`src/rtl/register_bank.sv`:
```
// DEPTH x WIDTH register bank with one write port and two registered, write-first
// read ports. Each entry has a valid bit, and a bulk clear empties the whole bank.
module register_bank #(
    parameter int WIDTH      = 8,
    parameter int DEPTH      = 8,
    parameter int ADDR_WIDTH = 3
) (
    input  logic                  clk,
    input  logic                  reset,
    input  logic                  clear,
    input  logic                  write_enable,
    input  logic [ADDR_WIDTH-1:0] write_addr,
    input  logic [WIDTH-1:0]      write_data,
    input  logic                  read_enable_a,
    input  logic [ADDR_WIDTH-1:0] read_addr_a,
    output logic [WIDTH-1:0]      read_data_a,
    output logic                  read_valid_a,
    input  logic                  read_enable_b,
    input  logic [ADDR_WIDTH-1:0] read_addr_b,
    output logic [WIDTH-1:0]      read_data_b,
    output logic                  read_valid_b
);

    // One extra bit so that DEPTH == 2**ADDR_WIDTH is still representable.
    localparam logic [ADDR_WIDTH:0] DEPTH_W = (ADDR_WIDTH + 1)'(DEPTH);

    logic [WIDTH-1:0] mem_r        [DEPTH];
    logic [DEPTH-1:0] valid_r;
    logic [WIDTH-1:0] mem_next_s   [DEPTH];
    logic [DEPTH-1:0] valid_next_s;

    logic             write_in_range_s;
    logic             read_in_range_a_s;
    logic             read_in_range_b_s;
    logic [WIDTH-1:0] read_data_a_s;
    logic             read_valid_a_s;
    logic [WIDTH-1:0] read_data_b_s;
    logic             read_valid_b_s;

    // Address range qualification for the write port and both read ports.
    always_comb begin
        write_in_range_s  = ({1'b0, write_addr}  < DEPTH_W);
        read_in_range_a_s = ({1'b0, read_addr_a} < DEPTH_W);
        read_in_range_b_s = ({1'b0, read_addr_b} < DEPTH_W);
    end

    // Next-state of the array: the write wins over clear on its own entry.
    always_comb begin
        for (int i = 0; i < DEPTH; i++) begin
            if (write_enable && write_in_range_s && (write_addr == ADDR_WIDTH'(i))) begin
                mem_next_s[i]   = write_data;
                valid_next_s[i] = 1'b1;
            end else if (clear) begin
                mem_next_s[i]   = {WIDTH{1'b0}};
                valid_next_s[i] = 1'b0;
            end else begin
                mem_next_s[i]   = mem_r[i];
                valid_next_s[i] = valid_r[i];
            end
        end
    end

    // Read muxes look at next-state contents, which gives write-first behaviour.
    always_comb begin
        if (read_in_range_a_s) begin
            read_data_a_s  = mem_next_s[read_addr_a];
            read_valid_a_s = valid_next_s[read_addr_a];
        end else begin
            read_data_a_s  = {WIDTH{1'b0}};
            read_valid_a_s = 1'b0;
        end
        if (read_in_range_b_s) begin
            read_data_b_s  = mem_next_s[read_addr_b];
            read_valid_b_s = valid_next_s[read_addr_b];
        end else begin
            read_data_b_s  = {WIDTH{1'b0}};
            read_valid_b_s = 1'b0;
        end
    end

    // Storage and valid vector update.
    always_ff @(posedge clk) begin
        if (reset) begin
            for (int i = 0; i < DEPTH; i++) begin
                mem_r[i] <= {WIDTH{1'b0}};
            end
            valid_r <= {DEPTH{1'b0}};
        end else begin
            mem_r   <= mem_next_s;
            valid_r <= valid_next_s;
        end
    end

    // Registered read ports; a port without read enable holds its last result.
    always_ff @(posedge clk) begin
        if (reset) begin
            read_data_a  <= {WIDTH{1'b0}};
            read_valid_a <= 1'b0;
            read_data_b  <= {WIDTH{1'b0}};
            read_valid_b <= 1'b0;
        end else begin
            if (read_enable_a) begin
                read_data_a  <= read_data_a_s;
                read_valid_a <= read_valid_a_s;
            end
            if (read_enable_b) begin
                read_data_b  <= read_data_b_s;
                read_valid_b <= read_valid_b_s;
            end
        end
    end

endmodule

```
`config.mk`:
```
export PLATFORM = sky130hd
export DESIGN_NAME = register_bank
export DESIGN_NICKNAME = d
export VERILOG_FILES = /design/src/rtl/register_bank.sv
export SDC_FILE = /design/constraint.sdc
export NUM_CORES = 1
export LEC_CHECK = 0
export ABC_AREA = 1
export ABC_CLOCK_PERIOD_IN_PS = 1500
export CORE_MARGIN = 1
export CORE_UTILIZATION = 30
export CTS_CLUSTER_SIZE = 28
export DETAILED_ROUTE_END_ITERATION = 12
export GPL_TIMING_DRIVEN = 0
export PLACE_DENSITY_LB_ADDON = 0.2
export RECOVER_POWER = 50
export SYNTH_ARGS = -nofsm -noshare
export SYNTH_HDL_FRONTEND = slang
export SYNTH_SLANG_ARGS = --single-unit
```
`constraint.sdc`:
```
create_clock -name clk -period 1.5 [get_ports clk]
set_input_delay 0.3 -clock clk [delete_from_list [all_inputs] [get_ports clk]]
set_output_delay 0.3 -clock clk [all_outputs]
set_load 0.1 [all_outputs]
```
==> metrics.md <==
| Metric | Value |
|---|---|
| Vias | approximately 6,000 |
| Layout cells sized above 1 | between 10% and 20% |
| First-pass GRT wire length | approximately 31,000 um |
| Final Max Tran Viols | 0 |
| Setup TNS | 0 ns |
| Status | finished, final reports clean |
| Starting Density | 30.90% |
| Most Frequent Cell on Critical Path | nand3_2 |
| Pre-CTS setup slack | -1.065 ns |
| CTS clock-pin slew for the worst setup and hold paths | 0.07 ns |
| # setup viols final | 0 |
| Antenna fix cells | 0 |
| WP data arrival | about 1.7 ns |
| Remaining antenna violation count | 0 |
| Worst-path maximum fanout | 10 |
| Required @ worst endpoint | 1.74 ns |
| Seq/Total Area, Yosys | 34.92% |
| DIE WIDTH | 133.2 um |
| I/O Pins | approximately 40 |
| Power Density | 1027 mW/mm2 |
| Input/output buffers | 23 |
| Critical-path cell list | dlygate4sd2_1 -> buf_2 -> clkbuf_16 -> nor2_1 -> nand2_1 -> nand3_1 -> nand3_2 -> nand3_2 -> nand2_2 -> a21oi_1 |
| Area Overhead vs Synth | 25.92% |
| Fillers | 1,856 |
| Slew @ Worst Pin | 0.7493 ns |
| Storage cell area | 0.001802 mm2 |
| TritonRoute pass-1 iters | 5 |
| Routed wire length | 20,860 um |
| Max-Cap Viols | 0 |
| Syn_area_per_cell | 6.224 um2 |
| Largest net degree at the start of global routing | 16 |
| Final critical-path required period | 1.480 ns |
| Startpoint Class | input port |
| CTS root buffer | clkbuf_16 |
| Clock Latency Late Sink | 0.36 ns |
| Cell variety after synth | 18 |
| Die H | 133.2 um |
| Final cell count without fillers | 1,101 |
| Drt wl/cell | 18.95 um |
| Critical path class | input port to flip-flop |
| Number of global-route vias before repair | approximately 5,500 |
| Max rail drop VDD | slightly above 0.0006 V |
| TritonCTS Buffers | 9 |
| Total track usage | 23.62% |
| Crit path capture type | flip-flop |
| # DRC | 0 |
| Mapped Cells | 829 |
| Rows | 47 |
| Max Clk Rate | 675.9 MHz |
| Global route overflow | 0 |
| Critical path's slowest cell | dlygate4sd2_1 |
| Post-Syn Area | 0.005160 mm2 |
| Sink Count | 90 |
| H-tree depth | 3 |
| Period Utilization, post-route | 98.64% |
| Starting DRC count in detailed routing | 820 |
| CP peak stage delay | 0.27 ns |
| Die area | 0.01773 mm2 |
| Fin. Hold Viols | 0 |
| Leakage | 2.655 nW |
| Setup WS post-layout | 0.02045 ns |
| Post-Route Skew | 0.01208 ns |
| Seq cells post-synth | 90 |
| Yosys warns | 0 |
| Core Box Area | 0.01670 mm2 |
| HP Class | input port to flip-flop |
| Multi-input gate area | 0.003065 mm2 |
| Vias per cell | 5.482 |
| Gpl congestion | 0.8971 |
| RSZ-0062 raised after global routing | true |
| CTS tree | yes |
| Antenna violations before repair | 0 |
| Max clock buf depth | 2 |
| CTS Hold Bufs | 0 |
| Nets | about 900 |
| Final Util | between 30% and 40% |
| Placed cell count | 1,072 |
| Post-DP HPWL | 14,270 um |
| Mapped Nets | 852 |
| Worst hold slack | 0.3483 ns |
| Slew margin rel. | 50.05% |
worst max-delay path, delay by kind of cell:
family                 cells  cell delay (ns)
AOI/OAI and AO/OA          1             0.06
buffers and inverters      3             0.71
and+or+nand+nor            6             0.64
registers in the layout, summed over array words and instances (netlist names):
name / count
mem_r: 64
read_valid_a: 1
read_data_a: 8
read_valid_b: 1
read_data_b: 8
valid_r: 8
placed cells by master (no fill, tap or decap), types with 12 or more instances in the layout:
master and n:
nand3_1 248, nand2_1 109, dfxtp_1 90, a21oi_1 88, inv_1 69, nor2_1 65, buf_2 35, nand3_2 29
nand2_2 24, o21ai_0 18, clkbuf_1 17, buf_4 15, clkbuf_16 12
final timing paths:
check	start	endpoint	slack, ns	cells past startpoint
min	write_data[6]	mem_r[14]$_SDFF_PP0_	0.35	3
max	clear	read_data_a[1]$_SDFFE_PP0P_	0.02	10
min reg2reg	valid_r[1]$_SDFF_PP0_	valid_r[1]$_SDFF_PP0_	0.50	2
max reg2reg	valid_r[5]$_SDFF_PP0_	read_valid_b$_SDFFE_PP0P_	0.28	7
timing repair:
item,CTS,global route
resized for setup,192,46
pin swaps,16,10
setup endpoints to repair,91,18
gates cloned,2,2
buffers inserted,5,4
metal layers:
metal	vias up	wire length, um	GRT usage [%]
li1	2866	-	-
met2	323	9423	37.75
met5	-	0	0
met4	0	631	8.902
met1	2799	8863	31.14
met3	48	1942	5.099
stage by stage:
stage / cell area [um2] / total power, mW
final: 6497 / 6.671
after detailed placement: 5665 / 3.736
after CTS: 6352 / 6.641
after global routing: 6497 / 6.863
after global placement: 5665 / 3.740
after floorplan: 5160 / 3.361
power by group:
part / leakage, nW / switching (mW) / internal [mW] / total (mW)
registers: 0.731 / 0.0230 / 2.46 / 2.48
logic: 1.75 / 0.989 / 0.359 / 1.35
clock network: 0.176 / 1.05 / 1.80 / 2.84
kinds of logic after synthesis:
kind of cell,count (synthesis),share of synthesized area (%)
compound gates,108,10.52
buf+inv,140,11.18
flops,90,34.92
simple gates,491,43.38
cell usage after synthesis (all sizes together):
| library cell | count | share of area, % |
|---|---|---|
| a21boi | 1 | 0.15 |
| a21oi | 89 | 8.6 |
| buf | 36 | 3.6 |
| clkbuf | 26 | 1.9 |
| clkinv | 6 | 0.44 |
| dfxtp | 90 | 35 |
| inv | 72 | 5.2 |
| nand2 | 137 | 10 |
| nand3 | 280 | 27 |
| nor2 | 74 | 6.2 |
| o21ai | 18 | 1.7 |
final cells by class:
| class | instances | share of cell area [%] |
|---|---|---|
| clock buffers | 9 | 3.466 |
| well taps | 220 | 4.236 |
| clock inverters | 7 | 2.176 |
| flip-flops and latches | 90 | 27.73 |
| repair buffers | 36 | 3.678 |
| plain buffers | 62 | 6.798 |
| multi-input cells | 599 | 47.18 |
| inverters | 78 | 4.737 |
(Power assumes the default switching activity.)
